===== config.mk =====
export PLATFORM = sky130hd
export DESIGN_NAME = ctrl_sequencer
export DESIGN_NICKNAME = d
export VERILOG_FILES = /design/src/rtl/ctrl_pkg.sv /design/src/rtl/ctrl_sequencer_reg_sel_dec.sv /design/src/rtl/ctrl_sequencer.sv
export SDC_FILE = /design/constraint.sdc
export NUM_CORES = 1
export LEC_CHECK = 0
export ABC_AREA = 1
export CAP_MARGIN = 20
export CELL_PAD_IN_SITES_DETAIL_PLACEMENT = 1
export CELL_PAD_IN_SITES_GLOBAL_PLACEMENT = 2
export CORE_MARGIN = 1.5
export CORE_UTILIZATION = 15
export CTS_CLUSTER_DIAMETER = 40
export CTS_CLUSTER_SIZE = 10
export DETAILED_ROUTE_END_ITERATION = 10
export PLACE_DENSITY_LB_ADDON = 0.1
export SYNTH_ARGS = -nofsm -noshare
export SYNTH_HDL_FRONTEND = slang
export SYNTH_SLANG_ARGS = --single-unit

===== constraint.sdc =====
create_clock -name clk -period 3.1 [get_ports clk]
set_input_delay 0.465 -clock clk [delete_from_list [all_inputs] [get_ports clk]]
set_output_delay 0.465 -clock clk [all_outputs]
set_load 0.02 [all_outputs]

===== src/rtl/ctrl_pkg.sv =====
`default_nettype none
// ============================================================================
//  Module      : ctrl_pkg
//  Description : Shared definitions for the hardwired control sequencer:
//                opcodes, ALU function codes, state encodings and the
//                instruction-class decode helpers.
//  Revision    : 1.0 - initial release
// ============================================================================
package ctrl_pkg;

    // Instruction opcodes (ir[31:27])
    localparam logic [4:0] c_OP_ADD  = 5'b00011;
    localparam logic [4:0] c_OP_SUB  = 5'b00100;
    localparam logic [4:0] c_OP_AND  = 5'b00101;
    localparam logic [4:0] c_OP_OR   = 5'b00110;
    localparam logic [4:0] c_OP_SHR  = 5'b00111;
    localparam logic [4:0] c_OP_SHL  = 5'b01001;
    localparam logic [4:0] c_OP_ROR  = 5'b01010;
    localparam logic [4:0] c_OP_ROL  = 5'b01011;
    localparam logic [4:0] c_OP_MUL  = 5'b01111;
    localparam logic [4:0] c_OP_DIV  = 5'b10000;
    localparam logic [4:0] c_OP_NEG  = 5'b10001;
    localparam logic [4:0] c_OP_NOT  = 5'b10010;
    localparam logic [4:0] c_OP_NOP  = 5'b11010;
    localparam logic [4:0] c_OP_HALT = 5'b11011;

    // ALU function select codes driven on alu_op
    localparam logic [3:0] c_ALU_ADD = 4'd0;
    localparam logic [3:0] c_ALU_SUB = 4'd1;
    localparam logic [3:0] c_ALU_AND = 4'd2;
    localparam logic [3:0] c_ALU_OR  = 4'd3;
    localparam logic [3:0] c_ALU_SHR = 4'd4;
    localparam logic [3:0] c_ALU_SHL = 4'd5;
    localparam logic [3:0] c_ALU_ROR = 4'd6;
    localparam logic [3:0] c_ALU_ROL = 4'd7;
    localparam logic [3:0] c_ALU_MUL = 4'd8;
    localparam logic [3:0] c_ALU_DIV = 4'd9;
    localparam logic [3:0] c_ALU_NEG = 4'd10;
    localparam logic [3:0] c_ALU_NOT = 4'd11;
    localparam logic [3:0] c_ALU_INC = 4'd12;

    // State encodings, visible on state_o
    localparam logic [3:0] c_ST_RST  = 4'd0;
    localparam logic [3:0] c_ST_T0   = 4'd1;
    localparam logic [3:0] c_ST_T1   = 4'd2;
    localparam logic [3:0] c_ST_T2   = 4'd3;
    localparam logic [3:0] c_ST_T3   = 4'd4;
    localparam logic [3:0] c_ST_T4   = 4'd5;
    localparam logic [3:0] c_ST_T5   = 4'd6;
    localparam logic [3:0] c_ST_T6   = 4'd7;
    localparam logic [3:0] c_ST_HALT = 4'd8;

    typedef enum logic [3:0] {
        S_RST  = c_ST_RST,
        S_T0   = c_ST_T0,
        S_T1   = c_ST_T1,
        S_T2   = c_ST_T2,
        S_T3   = c_ST_T3,
        S_T4   = c_ST_T4,
        S_T5   = c_ST_T5,
        S_T6   = c_ST_T6,
        S_HALT = c_ST_HALT
    } state_t;

    // Execute-phase behaviour groups
    typedef enum logic [2:0] {
        CL_NOP    = 3'd0,
        CL_ALU3   = 3'd1,
        CL_MULDIV = 3'd2,
        CL_UNARY  = 3'd3,
        CL_HALT   = 3'd4
    } iclass_t;

    // Unknown opcodes fall into CL_NOP so they retire harmlessly
    function automatic iclass_t op_class(input logic [4:0] op);
        case (op)
            c_OP_ADD, c_OP_SUB, c_OP_AND, c_OP_OR,
            c_OP_SHR, c_OP_SHL, c_OP_ROR, c_OP_ROL: op_class = CL_ALU3;
            c_OP_MUL, c_OP_DIV:                     op_class = CL_MULDIV;
            c_OP_NEG, c_OP_NOT:                     op_class = CL_UNARY;
            c_OP_HALT:                              op_class = CL_HALT;
            default:                                op_class = CL_NOP;
        endcase
    endfunction

    function automatic logic [3:0] op_alu(input logic [4:0] op);
        case (op)
            c_OP_SUB: op_alu = c_ALU_SUB;
            c_OP_AND: op_alu = c_ALU_AND;
            c_OP_OR:  op_alu = c_ALU_OR;
            c_OP_SHR: op_alu = c_ALU_SHR;
            c_OP_SHL: op_alu = c_ALU_SHL;
            c_OP_ROR: op_alu = c_ALU_ROR;
            c_OP_ROL: op_alu = c_ALU_ROL;
            c_OP_MUL: op_alu = c_ALU_MUL;
            c_OP_DIV: op_alu = c_ALU_DIV;
            c_OP_NEG: op_alu = c_ALU_NEG;
            c_OP_NOT: op_alu = c_ALU_NOT;
            default:  op_alu = c_ALU_ADD;
        endcase
    endfunction

endpackage
`default_nettype wire


===== src/rtl/ctrl_sequencer_reg_sel_dec.sv =====
`default_nettype none
// ============================================================================
//  Module      : reg_sel_dec
//  Description : 4-bit register field to one-hot enable vector, gated by an
//                enable so the whole vector is zero when no register is used.
//  Revision    : 1.0 - initial release
// ============================================================================
module reg_sel_dec #(
    parameter int NREG = 16
) (
    input  logic [3:0]      i_sel,
    input  logic            i_en,
    output logic [NREG-1:0] o_onehot
);

    // One comparator per register; at most one can match a given field value
    for (genvar gi = 0; gi < NREG; gi++) begin : g_bit
        localparam logic [3:0] c_IDX = 4'(gi);
        assign o_onehot[gi] = i_en && (i_sel == c_IDX);
    end

endmodule
`default_nettype wire


===== src/rtl/ctrl_sequencer.sv =====
`default_nettype none
// ============================================================================
//  Module      : ctrl_sequencer
//  Description : Hardwired control unit. Runs a three-state fetch, decodes
//                IR and sequences the execute states for register ALU,
//                mul/div, unary, nop and halt instructions. All strobes are
//                Moore outputs of the state register and the IR contents.
//  Revision    : 1.0 - initial release
// ============================================================================
module ctrl_sequencer #(
    parameter int NREG    = 16,
    parameter int ALU_OPW = 4
) (
    input  logic               clk,
    input  logic               clr,
    input  logic [31:0]        ir,
    input  logic               mem_rdy,
    output logic               PCout,
    output logic               MARin,
    output logic               IncPC,
    output logic               Zin,
    output logic               Zlowout,
    output logic               Zhighout,
    output logic               PCin,
    output logic               Read,
    output logic               MDRin,
    output logic               MDRout,
    output logic               IRin,
    output logic               Yin,
    output logic               HIin,
    output logic               LOin,
    output logic [NREG-1:0]    rin,
    output logic [NREG-1:0]    rout,
    output logic [ALU_OPW-1:0] alu_op,
    output logic               run,
    output logic [3:0]         state_o
);

    import ctrl_pkg::*;

    state_t     r_state;
    state_t     w_next;
    logic [4:0] w_opcode;
    logic [3:0] w_ra;
    logic [3:0] w_rb;
    logic [3:0] w_rc;
    iclass_t    w_class;
    logic [3:0] w_aop_ex;
    logic [3:0] w_aop;
    logic       w_rin_en;
    logic       w_rout_en;
    logic [3:0] w_rin_sel;
    logic [3:0] w_rout_sel;
    logic       w_unused_ir;

    assign w_opcode    = ir[31:27];
    assign w_ra        = ir[26:23];
    assign w_rb        = ir[22:19];
    assign w_rc        = ir[18:15];
    assign w_unused_ir = ^ir[14:0];
    assign w_class     = op_class(w_opcode);
    assign w_aop_ex    = op_alu(w_opcode);

    // State register; clr forces RST immediately, independent of the clock
    always_ff @(posedge clk or posedge clr) begin
        if (clr) r_state <= S_RST;
        else     r_state <= w_next;
    end

    // Next-state and strobe decode; mem_rdy only steers the T1 transition
    always_comb begin
        w_next     = r_state;
        PCout      = 1'b0;
        MARin      = 1'b0;
        IncPC      = 1'b0;
        Zin        = 1'b0;
        Zlowout    = 1'b0;
        Zhighout   = 1'b0;
        PCin       = 1'b0;
        Read       = 1'b0;
        MDRin      = 1'b0;
        MDRout     = 1'b0;
        IRin       = 1'b0;
        Yin        = 1'b0;
        HIin       = 1'b0;
        LOin       = 1'b0;
        w_aop      = 4'd0;
        w_rin_en   = 1'b0;
        w_rin_sel  = 4'd0;
        w_rout_en  = 1'b0;
        w_rout_sel = 4'd0;
        run        = 1'b1;
        case (r_state)
            S_RST: w_next = S_T0;
            S_T0: begin
                PCout  = 1'b1;
                MARin  = 1'b1;
                IncPC  = 1'b1;
                Zin    = 1'b1;
                w_aop  = c_ALU_INC;
                w_next = S_T1;
            end
            S_T1: begin
                // Reloading PC from an unchanged Z while waiting is harmless
                Zlowout = 1'b1;
                PCin    = 1'b1;
                Read    = 1'b1;
                MDRin   = 1'b1;
                if (mem_rdy) w_next = S_T2;
            end
            S_T2: begin
                MDRout = 1'b1;
                IRin   = 1'b1;
                w_next = S_T3;
            end
            S_T3: begin
                case (w_class)
                    CL_ALU3: begin
                        w_rout_en  = 1'b1;
                        w_rout_sel = w_rb;
                        Yin        = 1'b1;
                        w_next     = S_T4;
                    end
                    CL_MULDIV: begin
                        w_rout_en  = 1'b1;
                        w_rout_sel = w_ra;
                        Yin        = 1'b1;
                        w_next     = S_T4;
                    end
                    CL_UNARY: begin
                        w_rout_en  = 1'b1;
                        w_rout_sel = w_rb;
                        Zin        = 1'b1;
                        w_aop      = w_aop_ex;
                        w_next     = S_T4;
                    end
                    CL_HALT: w_next = S_HALT;
                    default: w_next = S_T0;
                endcase
            end
            S_T4: begin
                case (w_class)
                    CL_ALU3: begin
                        w_rout_en  = 1'b1;
                        w_rout_sel = w_rc;
                        Zin        = 1'b1;
                        w_aop      = w_aop_ex;
                        w_next     = S_T5;
                    end
                    CL_MULDIV: begin
                        w_rout_en  = 1'b1;
                        w_rout_sel = w_rb;
                        Zin        = 1'b1;
                        w_aop      = w_aop_ex;
                        w_next     = S_T5;
                    end
                    CL_UNARY: begin
                        Zlowout   = 1'b1;
                        w_rin_en  = 1'b1;
                        w_rin_sel = w_ra;
                        w_next    = S_T0;
                    end
                    default: w_next = S_T0;
                endcase
            end
            S_T5: begin
                case (w_class)
                    CL_ALU3: begin
                        Zlowout   = 1'b1;
                        w_rin_en  = 1'b1;
                        w_rin_sel = w_ra;
                        w_next    = S_T0;
                    end
                    CL_MULDIV: begin
                        Zlowout = 1'b1;
                        LOin    = 1'b1;
                        w_next  = S_T6;
                    end
                    default: w_next = S_T0;
                endcase
            end
            S_T6: begin
                Zhighout = 1'b1;
                HIin     = 1'b1;
                w_next   = S_T0;
            end
            S_HALT: begin
                run    = 1'b0;
                w_next = S_HALT;
            end
            default: w_next = S_RST;
        endcase
    end

    reg_sel_dec #(.NREG(NREG)) u_rin_dec (
        .i_sel    (w_rin_sel),
        .i_en     (w_rin_en),
        .o_onehot (rin)
    );

    reg_sel_dec #(.NREG(NREG)) u_rout_dec (
        .i_sel    (w_rout_sel),
        .i_en     (w_rout_en),
        .o_onehot (rout)
    );

    assign alu_op  = ALU_OPW'(w_aop);
    assign state_o = r_state;

endmodule
`default_nettype wire


# [Word level (Yosys, flattened, before mapping)]
# Memories as Yosys holds them, arrays and structs flattened.
# Index checks and enable logic that the tools add are counted.
[word_totals] in_bits=35 mem_count=2 rom_bits=224 output_inout_bits=55 word_cells=115 regBits=4
[mem_list] memory="(no name shown)" depth=32 word_bits=4 rd=1 rd_ports_with_merged_regs=0 wr=0 line="ctrl_pkg.sv:87" source="case (op)"
[mem_list] memory="(no name shown)" depth=32 word_bits=3 rd=1 rd_ports_with_merged_regs=0 wr=0 line="ctrl_pkg.sv:76" source="case (op)"
[op_classes] n_mux=30 n_eq_ne=43 n_reduce_logical=39
[ops] op="== test 4 bit, second input constant" count=17
[ops] op="== test 4 x 3 -> 1 bit, second input constant" count=12
[ops] op="case mux 4 bit (2 select lines)" count=5
[ops] op="logical AND 1 bit" count=32
[ops] op="case mux 4 bit (8 select lines)" count=1
[ops] op="== test 4 x 2 -> 1 bit, second input constant" count=6
[ops] op="2-to-1 mux 4 bit" count=5
[ops] op="== test 4 x 1 -> 1 bit, second input constant" count=3
[ops] op="logical NOT 4 bit" count=3
[ops] op="2-to-1 mux 1 bit" count=12
[ops] op="case mux 4 bit (3 select lines)" count=1
[ops] op="== test 3 x 2 -> 1 bit, second input constant" count=2
[ops] op="2-to-1 mux 3 bit" count=2
[ops] op="case mux 1 bit (3 select lines)" count=2
[ops] op="OR reduction 2 bit" count=3
[ops] op="case mux 1 bit (2 select lines)" count=2
[ops] op="== test 3 x 1 -> 1 bit, second input constant" count=1
[ops] op="== test 3 bit, second input constant" count=1
[ops] op="OR reduction 3 bit" count=1
[ops] op="!= test 2 bit, second input constant" count=1

# [Depth between registers and ports, before layout]
# An unclocked memory read counts as a cell.
[logic_depth] word_depth=7 ltp_mapped=13 ltp_nobuf=13

# [Hierarchy]
# From an unflattened synthesis, not the netlist that was laid out.
[unflattened] hier_cells=213 hier_area_um2=1134.8
[by_module_without_submodules] mod="ctrl_sequencer" cells_per_inst=149 instances=1 seq_area_each_um2=100.1 area_per_inst_um2=882.1
[by_module_without_submodules] mod="reg_sel_dec" cells_per_inst=32 instances=2 seq_area_each_um2=0.0 area_per_inst_um2=126.4

# [Worst setup path before layout]
# OpenSTA, ideal clock, no wires.
[synth_path] path_type="input to output" from="input ir[27]" to="output rout[0]" t_required_ns=2.635 arrival_time_ns=1.960 path_stages=13 setup_slack_ns=0.675 path_buffers=0 cell_sequence="inv_1 > ha_1 > o21ai_2 > nand3_4 > nand2_4 > nand2_2 > nand2_1 > nand2_2 > nand2_2 > inv_2 > nor2_2 > nand2_2 > nor2_1"
[synth_via] elab_chain_len=7 elab_cells_between_ends=15 classes_between="3 x eq/ne; 6 x mux; 5 x reduce/logical; 1 x memory"
[synth_rtl] item="start, declared" line="ctrl_sequencer.sv:16" source="input logic [31:0] ir,"
[synth_rtl] item="memory (32 x 3 bit) (*)"
[synth_rtl] item="== test 3 x 1 -> 1 bit / == test 3 x 2 -> 1 bit (equally long branches)" line="ctrl_sequencer.sv:117, ctrl_sequencer.sv:142"
[synth_rtl] item="OR reduction 2 bit (no source line)"
[synth_rtl] item="case mux 4 bit (2 select lines)" line="ctrl_sequencer.sv:117" source="case (w_class)"
[synth_rtl] item="case mux 4 bit (2 select lines)" line="ctrl_sequencer.sv:93" source="case (r_state)"
[synth_rtl] item="logical NOT 4 bit" line="ctrl_sequencer_reg_sel_dec.sv:19" source="assign o_onehot[gi] = i_en && (i_sel == c_IDX);"
[synth_rtl] item="logical AND 1 bit (*)" line="ctrl_sequencer_reg_sel_dec.sv:19"
[synth_rtl] item="end, declared" line="ctrl_sequencer.sv:33" source="output logic [NREG-1:0] rout,"
# Mark *: on every way between the ends. The rest lies on a longest branch, timed or not.

# [Worst setup path after layout]
[layout_path] from="input ir[28]" to="output alu_op[3]"
[layout_via] elab_chain_len=5 elab_cells_between_ends=9 classes_between="3 x eq/ne; 3 x mux; 1 x reduce/logical; 2 x memory"
[layout_rtl] item="memory (32 x 3 bit)"
[layout_rtl] item="== test 3 x 2 -> 1 bit / == test 3 x 1 -> 1 bit (equally long branches)" line="ctrl_sequencer.sv:142" source="case (w_class)"
[layout_rtl] item="OR reduction 2 bit (no source line)"
[layout_rtl] item="2-to-1 mux 4 bit" line="ctrl_sequencer.sv:142"
[layout_rtl] item="case mux 4 bit (3 select lines) (*)" line="ctrl_sequencer.sv:93"
[layout_rtl] item="end, declared" line="ctrl_sequencer.sv:34" source="output logic [ALU_OPW-1:0] alu_op,"
# Marks and branches as above.

==> metrics.log <==
INFO  metric outcome = completed
INFO  metric timing.final.max_slew_violations = 0
INFO  metric setup_tns = 0 ns
INFO  metric final-setup-viol-count = 0
INFO  metric drt_first_pass_iters = 4
INFO  metric synth_area = roughly 1100 um2
INFO  metric vdd_drop_max = about 0.13 mV
INFO  metric endpoint = alu_op[3]
INFO  metric core = 7176 um2
INFO  metric master_cell_of_the_clock_root_buffer = sky130_fd_sc_hd__clkbuf_8
INFO  metric insertedDiodeCount = 0
INFO  metric fin_worst_skew = roughly 0.0011 ns
INFO  metric power_density_cells = 392.2 nW/um2
INFO  metric ctsHoldBuffers = 0
INFO  metric first_iter_violations = 26
INFO  metric setup.worst_path.start = ir[28]
INFO  metric via_count = between 1500 and 2000
INFO  metric period_needed = ~3.0 ns
INFO  metric synth_sequential_area_ratio = 9.050%
INFO  metric timing.critical_path.to_type = primary output
INFO  metric cell_rows = 31
INFO  metric path_class = in -> out
INFO  metric num-fill-cells = ~950
INFO  metric h-tree-depth = 1
INFO  metric ios = 90
INFO  metric synth_top_area_share = roughly 17%
INFO  metric cts_made_buffers = 3
INFO  metric totalPowerFinal = slightly below 900 uW
INFO  metric power_leakage = between 0.001 and 0.0015 uW
INFO  metric detail_route.wirelength = roughly 4700 um
INFO  metric cts_max_path_buffers = 2
INFO  metric report.final.hold_viol_count = 0
INFO  metric timing.critical_path.required = between 2 and 3 ns
INFO  metric rrSetupSlack = ~1.6 ns
INFO  metric chipHeight = 88.87 um
INFO  metric crit_arrival = 2.49 ns
INFO  metric overflow = 0
INFO  metric grt_start_max_net_pins = 10
INFO  metric post_route_cells_drive_above_1_share = between 30 and 40%
INFO  metric yosysTopAreaCell = sky130_fd_sc_hd__nor2_1
INFO  metric worst-slew-pin-transition = between 0.4 and 0.5 ns
INFO  metric antenna_found_initial = 0
INFO  metric worstReg2RegStart = state_o[3]
INFO  metric synth-seq-cells = 4
INFO  metric pre_cts_slack = -0.4494 ns
INFO  metric finalCoreUtilization = around a third
INFO  metric cts_tree = yes
INFO  metric number_of_nets_with_antenna_violations_after_detailed_routing = 0
INFO  metric postSynthNetCount = ~250
INFO  metric cp-start-kind = input pin
INFO  metric vias_per_cell = ~4.0
INFO  metric place_congestion = about 0.72
INFO  metric post_synthesis_mean_instance_area = between 5 and 6 um2
INFO  metric wl_per_cell = 11.11 um
INFO  metric ys_warn_count = 0
INFO  metric rsz0062_at_grt = true
INFO  metric post-route-worst-setup-slack = 0.1475 ns
INFO  metric grt_usage = between 10% and 20%
INFO  metric worst_r2r_path_depth = 10
INFO  metric place.port_buffers = 74
INFO  metric initial_core_util = roughly 15%
INFO  metric async_reset_ff_share = 100.0%
INFO  metric drc = 0
INFO  metric synth-edff-count = 0
INFO  metric whs = around 0.43 ns
INFO  metric grt_pass1_vias = roughly 1800
INFO  metric timing.max_slew.rel_slack = between 60% and 70%
INFO  metric achievable-frequency = ~0.34 GHz
INFO  metric floorplan.die_area = 7898 um2
INFO  metric reg2reg_to = state_o[2]
INFO  metric area_delta_synth_final = 104.1%
INFO  metric place.detailed.hpwl = about 4000 um
INFO  metric timing.final.crit_share = between 90% and 100%
INFO  metric path_clk_slew = roughly 0.03 ns
INFO  metric most_frequent_cells_in_the_layout = 47 x sky130_fd_sc_hd__nor2_1, 46 x sky130_fd_sc_hd__buf_4, 39 x sky130_fd_sc_hd__nand2_1
INFO  metric synth_cells = between 200 and 250
INFO  metric clock_net_sink_count = 4
INFO  metric holdCritPathClass = in -> async
INFO  metric synth_ff_type = sky130_fd_sc_hd__dfrtp_1
INFO  metric grt_first_pass_wirelength = about 8000 um
INFO  metric num-nets-final = about 360
INFO  metric synth_cell_type_count = 26
INFO  metric yosys-top-cells-area = sky130_fd_sc_hd__nor2_1 17%, sky130_fd_sc_hd__nand2_1 17%, sky130_fd_sc_hd__inv_1 11%
INFO  metric critical_path.max_fanout = 3
INFO  metric max-cap-violations = 0
INFO  metric largest_reg_flops = 4
INFO  metric worst_skew_late_latency = roughly 0.22 ns
INFO  metric die_x = around 89 um
INFO  metric final_common_cell = sky130_fd_sc_hd__nor2_1
layout make-up:
cell class                      instances  area [um2]  share of cell area, %
Clock buffer                            3       41.29                  1.829
Multi-Input combinational cell        167       959.7                  42.52
Sequential cell                         4       100.1                  4.435
Inverter                               35       133.9                  5.931
Tap cell                               99       123.9                  5.488
Timing Repair Buffer                  114       898.4                  39.80
worst min-delay path by stage:
stage / slack, ns / endpoint / startpoint / cells past startpoint
floorplan: 0.23 / state_o[0] / clr / 1
global placement: 0.60 / state_o[3] / state_o[2] / 3
detailed placement: 0.60 / state_o[3] / state_o[2] / 3
CTS: 0.44 / state_o[3] / clr / 2
global route: 0.45 / state_o[1] / clr / 2
finish: 0.43 / state_o[3] / clr / 2
metal layers:
| layer | up-vias | routed length, um | global-route usage, % | share of wire (%) |
|---|---|---|---|---|
| li1 | 883 | - | - | - |
| met1 | 751 | 2137 | 15.78 | 46 |
| met2 | 40 | 2317 | 21.76 | 49 |
| met3 | 2 | 220 | 1.493 | 4.7 |
| met4 | 0 | 14 | 2.557 | 0.30 |
| met5 | - | 0 | 0 | 0 |
cell usage after synthesis (2+ instances only):
cell and count:
sky130_fd_sc_hd__inv_1 32, sky130_fd_sc_hd__nand3_1 20, sky130_fd_sc_hd__a21oi_2 2, sky130_fd_sc_hd__nor2_1 51, sky130_fd_sc_hd__o21ai_0 5, sky130_fd_sc_hd__buf_4 7, sky130_fd_sc_hd__nand2_1 50, sky130_fd_sc_hd__inv_2 3
sky130_fd_sc_hd__a21oi_1 4, sky130_fd_sc_hd__nor3_1 4, sky130_fd_sc_hd__nand4_1 8, sky130_fd_sc_hd__dfrtp_1 4, sky130_fd_sc_hd__nor2_2 2, sky130_fd_sc_hd__nand2_2 6, sky130_fd_sc_hd__ha_1 4
kinds of logic (layout without fill, tap and decap cells):
group,count (synthesis),in the layout,synth area share (%)
flip-flops,4,4,9.050
buffers and inverters,42,152,16.63
adder cells (fa/ha/maj),4,4,4.525
AO/OA/AOI/OAI,16,16,9.843
AND/OR/NAND/NOR,147,147,59.96
stage by stage:
stage          cells  instance area [um2]
2_1_floorplan    213                 1106
3_3_place_gp     417                 2203
3_5_place_dp     417                 2203
4_1_cts          420                 2241
5_1_grt          422                 2257
6_report         422                 2257
worst max-delay path: stages:
cell and delay [ns]:
sky130_fd_sc_hd__clkdlybuf4s50_1 0.47, sky130_fd_sc_hd__inv_1 0.06, sky130_fd_sc_hd__ha_2 0.34, sky130_fd_sc_hd__inv_1 0.06, sky130_fd_sc_hd__o21ai_2 0.14, sky130_fd_sc_hd__nand2_2 0.10, sky130_fd_sc_hd__nor2_4 0.10, sky130_fd_sc_hd__buf_4 0.11
sky130_fd_sc_hd__nand2_1 0.05, sky130_fd_sc_hd__buf_4 0.14, sky130_fd_sc_hd__nand2_1 0.05, sky130_fd_sc_hd__inv_1 0.05, sky130_fd_sc_hd__o21ai_0 0.07, sky130_fd_sc_hd__clkdlybuf4s15_2 0.29
repair_timing:
item                                    in CTS  in global routing
pin swaps                                    5                 10
endpoints found under the setup margin      39                 38
setup buffers                                0                  2
gates resized for setup                    145                 51
power by group:
group          leakage (uW)  internal, uW  switching, uW  total, uW
sequential        0.0000513          71.0           20.8       91.8
clock             0.0000216          82.7           26.6        109
combinational       0.00107           295            389        684
Power figures use the tool's default switching activity.
